==> src/rtl/product_accumulator.sv <==
// -----------------------------------------------------------------------------
// product_accumulator
//
// Sums N_TERMS unsigned 8-bit products from the 4x4 array multiplier into a
// 12-bit result. Products arrive through a valid/ready input port. Each
// completed sum is held on a valid/ready output port until the consumer takes
// it.
//
// Handshake semantics (both ports): a transfer happens in exactly the cycles
// where valid and ready are both 1 at the rising clock edge. The producer
// holds its data while valid=1 and ready=0. in_ready depends only on the
// state and on clear, never on in_valid. out_valid is a registered output.
//
// Parameters
//   N_TERMS    number of products summed per result, 1..16
//
// Ports
//   clk        single clock, rising edge
//   rst        synchronous, active-high reset; overrides every other input
//   prod_in    unsigned product (8 bits)
//   in_valid   prod_in is valid this cycle
//   in_ready   the block accepts prod_in this cycle
//   clear      aborts the current accumulation or discards a pending result
//   out_sum    completed sum (12 bits); keeps its value after out_valid falls
//   out_valid  out_sum holds a completed result
//   out_ready  the consumer takes out_sum this cycle
//   term_cnt   number of products accepted into the current accumulation
//   fsm_state  debug view of the state register (0 = ACC, 1 = HOLD)
// -----------------------------------------------------------------------------
module product_accumulator #(
  parameter int N_TERMS = 4
) (
  input  logic        clk,
  input  logic        rst,
  input  logic [7:0]  prod_in,
  input  logic        in_valid,
  output logic        in_ready,
  input  logic        clear,
  output logic [11:0] out_sum,
  output logic        out_valid,
  input  logic        out_ready,
  output logic [4:0]  term_cnt,
  output logic        fsm_state
);

  typedef enum logic {
    ACC  = 1'b0,  // collecting products
    HOLD = 1'b1   // result pending on the output port
  } state_t;

  // Index of the final term of a run. term_cnt holds this value while the
  // last product is being offered.
  localparam logic [4:0] LAST_IDX = 5'(N_TERMS - 1);

  state_t      state_q, state_d;
  logic [11:0] acc_q, acc_d;
  logic [4:0]  cnt_q, cnt_d;
  logic [11:0] sum_q, sum_d;

  logic        accept;
  logic        last_term;
  logic [11:0] acc_plus;

  // Sixteen products of at most 225 sum to 3600, which fits in 12 bits, so
  // the adder never wraps and needs no saturation.
  assign acc_plus  = acc_q + {4'b0000, prod_in};
  assign accept    = in_valid && in_ready;
  assign last_term = (cnt_q == LAST_IDX);

  // ---------------------------------------------------------------------------
  // State and datapath registers
  // ---------------------------------------------------------------------------
  always_ff @(posedge clk) begin
    if (rst) begin
      state_q <= ACC;
      acc_q   <= '0;
      cnt_q   <= '0;
      sum_q   <= '0;
    end else begin
      state_q <= state_d;
      acc_q   <= acc_d;
      cnt_q   <= cnt_d;
      sum_q   <= sum_d;
    end
  end

  // ---------------------------------------------------------------------------
  // Next-state logic and outputs
  // ---------------------------------------------------------------------------
  always_comb begin
    state_d  = state_q;
    acc_d    = acc_q;
    cnt_d    = cnt_q;
    sum_d    = sum_q;
    in_ready = 1'b0;

    unique case (state_q)
      ACC: begin
        // clear blocks acceptance, so a product offered with clear is dropped.
        in_ready = !clear;
        if (clear) begin
          acc_d = '0;
          cnt_d = '0;
        end else if (accept) begin
          if (last_term) begin
            // The final product goes straight into the result. The
            // accumulator is emptied for the next run.
            sum_d   = acc_plus;
            acc_d   = '0;
            cnt_d   = '0;
            state_d = HOLD;
          end else begin
            acc_d = acc_plus;
            cnt_d = cnt_q + 5'd1;
          end
        end
      end

      HOLD: begin
        // No bypass: the earliest new product arrives the cycle after the
        // handshake. clear discards the result ahead of out_ready. sum_q is
        // left as it is in both cases.
        in_ready = 1'b0;
        if (clear || out_ready) begin
          state_d = ACC;
          acc_d   = '0;
          cnt_d   = '0;
        end
      end

      default: begin
        state_d = ACC;
      end
    endcase
  end

  assign out_sum   = sum_q;
  assign out_valid = (state_q == HOLD);
  assign term_cnt  = cnt_q;
  assign fsm_state = state_q;

endmodule

==> config.mk <==
export PLATFORM = sky130hd
export DESIGN_NAME = product_accumulator
export DESIGN_NICKNAME = d
export VERILOG_FILES = /design/src/rtl/product_accumulator.sv
export SDC_FILE = /design/constraint.sdc
export NUM_CORES = 1
export LEC_CHECK = 0
export CAP_MARGIN = 15
export CORE_MARGIN = 3
export CORE_UTILIZATION = 46
export CTS_CLUSTER_DIAMETER = 50
export DETAILED_ROUTE_END_ITERATION = 10
export PLACE_DENSITY = 0.75
export SYNTH_ARGS = -nofsm -noshare
export SYNTH_HDL_FRONTEND = slang
export SYNTH_SLANG_ARGS = --single-unit
==> constraint.sdc <==
create_clock -name clk -period 2.1 [get_ports clk]
set_clock_uncertainty 0.1 [all_clocks]
set_input_delay 0.315 -clock clk [delete_from_list [all_inputs] [get_ports clk]]
set_output_delay 0.315 -clock clk [all_outputs]
set_load 0.03 [all_outputs]
==> run summary <==
=========================================================================================
Maximum resistive drop on vdd ..............................................    0.4402 mV
Cell taking the most area after synthesis .................................. sky130_fd_sc_hd__dfxtp_1
DIE AREA ...................................................................     4322 µm²
Hold Path Class ............................................................ flop to flop
Number of buffers inserted during clock tree synthesis .....................            5
Final hold violations ......................................................            0
Number of maximum-capacitance violations ...................................            0
Slack of the worst reg-to-reg path .........................................     -0.06 ns
Aggregate global routing overflow ..........................................            0
TritonRoute pass-1 iters ...................................................            4
Hold-critical path depth ...................................................            2
Row count ..................................................................           21
Synthesis-stage register bit count .........................................           30
Final period demand of the worst path ......................................     2.161 ns
Clock-pin slew on the worst setup and hold paths ...........................      0.10 ns
Final setup viols ..........................................................            4
Number of synthesized flops with an enable pin .............................            0
DRC viols ..................................................................            0
Worst-margin pin slew ......................................................    0.3201 ns
Antenna Nets Post-Route ....................................................            0
Number of input and output port buffers inserted ...........................           32
Worst Path Max Fanout ......................................................            6
Diodes inserted ............................................................            0
Starting DRT DRC Count .....................................................           96
Share of the cycle needed by the critical path after routing ...............       102.9%
DIE HEIGHT .................................................................     65.74 µm
Sum of negative setup slack ................................................   -0.1470 ns
Initial core utilization ...................................................       48.43%
Global-route usage over all layers .........................................       22.46%
Count of vias placed by the detailed router ................................         1792
Vias per Instance ..........................................................        5.600
Net count after synthesis ..................................................          226
Syn avg cell area ..........................................................    8.087 µm²
Startpoint Class ...........................................................         flop
Synth warnings .............................................................            0
Overall routed net length ..................................................      4632 µm
Launch instance of the worst min-delay path ................................ out_sum[5]$_SDFFE_PP0P_
TritonCTS clock tree .......................................................        built
Worst Path Class, Setup .................................................... flop to flop
Area of the mapped netlist .................................................     1642 µm²
Endpoint of the worst register-to-register path ............................ out_sum[8]$_SDFFE_PP0P_
Max Root-Sink Buffers ......................................................            2
Share of synthesized area occupied by flip-flops and latches ...............       36.59%
Failing checks ............................................................. negative setup slack
I/O pin cnt ................................................................           33
Critical register-to-register path startpoint .............................. term_cnt[1]$_SDFFE_PP0P_
Crit path arrival time .....................................................      2.36 ns
Area of the core ...........................................................     3390 µm²
Pwr/cell area .............................................................. 537.5 nW/µm²
Share of final-layout standard cells stronger than drive strength 1 ........       26.64%
Unique cell type count in the Yosys netlist ................................           37
Maximum clock frequency ....................................................   0.4627 GHz
Post-synth top area share ..................................................       36.59%
Worst setup EP type ........................................................         flop
Top cells by area, synth ................................................... sky130_fd_sc_hd__dfxtp_1, sky130_fd_sc_hd__ha_1, sky130_fd_sc_hd__nand2_1
First-pass GRT wire length .................................................      7500 µm
Quantity of hold-fixing buffers added after cts ............................            0
Final setup margin .........................................................  -0.06104 ns
Post-synthesis cell count ..................................................          203
FF-to-FF path depth ........................................................            5
Number of pins with negative max-slew slack in the final report ............            0
H-Tree Level Count .........................................................            2
Clock latency at the later pin of the worst-skew pair ......................      0.35 ns
Total number of clock tree sinks ...........................................           30
Routed length per placed instance ..........................................     14.48 µm
Hold_ws ....................................................................    0.3532 ns
Final GP Congestion ........................................................       0.8402
Top flip-flop cell by instance count after synthesis ....................... sky130_fd_sc_hd__dfxtp_1
Pin count of the biggest net entering global routing .......................           14
Antenna violations before repair ...........................................            0
Total half-perimeter wirelength after legalization and detailed placement ..      3229 µm
NumNets Final ..............................................................          296
Worst-case headroom to the max-slew limit ..................................       78.60%
Static leakage power .......................................................     1.002 nW
Setup repair after global routing missed its margin ........................         true
Required arrival time at the worst endpoint ................................      2.30 ns
Proportion of register bits with asynchronous set or reset after synthesis .           0%
Result of the run .......................................................... complete, but fails checks
Hold Path Sink ............................................................. out_sum[5]$_SDFFE_PP0P_
Die outline width ..........................................................     65.74 µm
CTS root buffer ............................................................ sky130_fd_sc_hd__clkbuf_4
Synthesis-to-finish area growth ............................................       51.91%
Number of global-route vias before repair ..................................         1659
=========================================================================================
-- power by group --
group / internal, mW / switching (mW)
Clock: 0.246 / 0.219
Combinational: 0.137 / 0.147
Sequential: 0.581 / 0.0101
-- kinds of logic (layout without fill, tap and decap cells) --
| logic type | count (synthesis) | count (layout) | synth area share [%] |
|---|---|---|---|
| simple gates | 89 | 89 | 26.90 |
| flops | 30 | 30 | 36.59 |
| compound gates | 48 | 48 | 19.44 |
| buf+inv | 17 | 88 | 4.192 |
| fa+ha+maj | 10 | 10 | 8.079 |
| xor+xnor | 9 | 9 | 4.802 |
-- critical path, cell delays in order, from the launching register on --
cell	delay, ns
sky130_fd_sc_hd__dfxtp_4	0.37
sky130_fd_sc_hd__ha_4	0.12
sky130_fd_sc_hd__or4b_4	0.47
sky130_fd_sc_hd__or4_4	0.48
sky130_fd_sc_hd__or4_1	0.49
sky130_fd_sc_hd__nand3_1	0.08
-- worst max-delay path by stage --
| stage | from | end | slack (ns) |
|---|---|---|---|
| 3_5_place_dp | prod_in[0] | out_sum[8]$_SDFFE_PP0P_ | -0.66 |
| 2_1_floorplan | term_cnt[1]$_SDFFE_PP0P_ | out_sum[8]$_SDFFE_PP0P_ | -0.13 |
| 5_1_grt | term_cnt[1]$_SDFFE_PP0P_ | out_sum[11]$_SDFFE_PP0P_ | -0.09 |
| 4_1_cts | term_cnt[1]$_SDFFE_PP0P_ | out_sum[8]$_SDFFE_PP0P_ | -0.05 |
| 6_report | term_cnt[1]$_SDFFE_PP0P_ | out_sum[8]$_SDFFE_PP0P_ | -0.06 |
| 3_3_place_gp | prod_in[0] | out_sum[8]$_SDFFE_PP0P_ | -0.58 |
-- cells in the mapped netlist (3+ instances only) --
| master | count |
|---|---|
| sky130_fd_sc_hd__dfxtp_1 | 30 |
| sky130_fd_sc_hd__nand2_1 | 26 |
| sky130_fd_sc_hd__nor2_1 | 23 |
| sky130_fd_sc_hd__a21oi_1 | 16 |
| sky130_fd_sc_hd__ha_1 | 9 |
| sky130_fd_sc_hd__nand3_1 | 9 |
| sky130_fd_sc_hd__a211oi_1 | 8 |
| sky130_fd_sc_hd__clkbuf_1 | 8 |
| sky130_fd_sc_hd__xor2_1 | 7 |
| sky130_fd_sc_hd__inv_1 | 6 |
| sky130_fd_sc_hd__nand4_1 | 6 |
| sky130_fd_sc_hd__a22oi_1 | 5 |
| sky130_fd_sc_hd__nor4_1 | 4 |
| sky130_fd_sc_hd__o21ai_0 | 4 |
| sky130_fd_sc_hd__or3_1 | 4 |
| sky130_fd_sc_hd__a21o_1 | 3 |
| sky130_fd_sc_hd__and4_1 | 3 |
| sky130_fd_sc_hd__nor2b_1 | 3 |
-- registers in the layout, summed over array words and instances, names as in the netlist --
name	flops
out_sum	12
fsm_state	1
term_cnt	5
acc_q	12
-- timing repair --
| item | CTS | global route |
|---|---|---|
| resized for setup | 18 | 7 |
| pin swaps | 9 | 8 |
| endpoints found under the setup margin | 10 | 11 |
| cloned | 0 | 0 |
| endpoints found under the hold margin | 0 | 0 |
| buffers inserted | 0 | 5 |
-- metal layers --
metal,track usage [%],vias to the layer above,share of wire (%)
li1,-,881,-
met3,4.274,8,5.1
met5,0,-,0
met4,8.549,0,1.3
met1,29.66,859,45
met2,35.92,44,49
-- area by class of cell --
type	instances	area, µm²
clock inverters	3	40.04
well taps	46	57.56
fillers	264	895.9
inverters	6	22.52
repair buffers	74	634.4
clock buffers	5	37.54
multi-input cells	156	1091
flip-flops and latches	30	610.6
-- placed cells by master (no fill, tap or decap), types with 3 or more instances in the layout --
| cell | synthesis | layout |
|---|---|---|
| sky130_fd_sc_hd__clkdlybuf4s50_1 | 0 | 29 |
| sky130_fd_sc_hd__o21ai_2 | 0 | 3 |
| sky130_fd_sc_hd__a22oi_1 | 5 | 5 |
| sky130_fd_sc_hd__ha_1 | 9 | 5 |
| sky130_fd_sc_hd__a211oi_1 | 8 | 6 |
| sky130_fd_sc_hd__a21oi_1 | 16 | 16 |
| sky130_fd_sc_hd__nand2_1 | 26 | 26 |
| sky130_fd_sc_hd__nor2b_1 | 3 | 3 |
| sky130_fd_sc_hd__a21o_1 | 3 | 3 |
| sky130_fd_sc_hd__and4_1 | 3 | 3 |
| sky130_fd_sc_hd__ha_4 | 0 | 4 |
| sky130_fd_sc_hd__buf_4 | 1 | 43 |
| sky130_fd_sc_hd__or3_1 | 4 | 4 |
| sky130_fd_sc_hd__nand4_1 | 6 | 6 |
| sky130_fd_sc_hd__nor2_1 | 23 | 23 |
| sky130_fd_sc_hd__clkbuf_4 | 0 | 5 |
| sky130_fd_sc_hd__xor2_1 | 7 | 7 |
| sky130_fd_sc_hd__inv_1 | 6 | 4 |
| sky130_fd_sc_hd__dfxtp_1 | 30 | 26 |
| sky130_fd_sc_hd__nand3_1 | 9 | 9 |
-- per-stage QoR --
| stage | cells | utilization (%) | cell area [µm²] | setup WS [ns] | power [mW] |
|---|---|---|---|---|---|
| 2_1_floorplan | 203 | - | 1662 | -0.1324 | 0.7336 |
| 3_3_place_gp | 308 | 67.33 | 2282 | -0.5781 | 0.8481 |
| 3_5_place_dp | 308 | 67.33 | 2282 | -0.6640 | 0.8507 |
| 4_1_cts | 315 | 71.17 | 2412 | -0.05044 | 1.322 |
| 5_1_grt | 320 | 73.57 | 2494 | -0.08773 | 1.392 |
| 6_report | 320 | 73.57 | 2494 | -0.06104 | 1.340 |
Power figures use the tool's default switching activity.
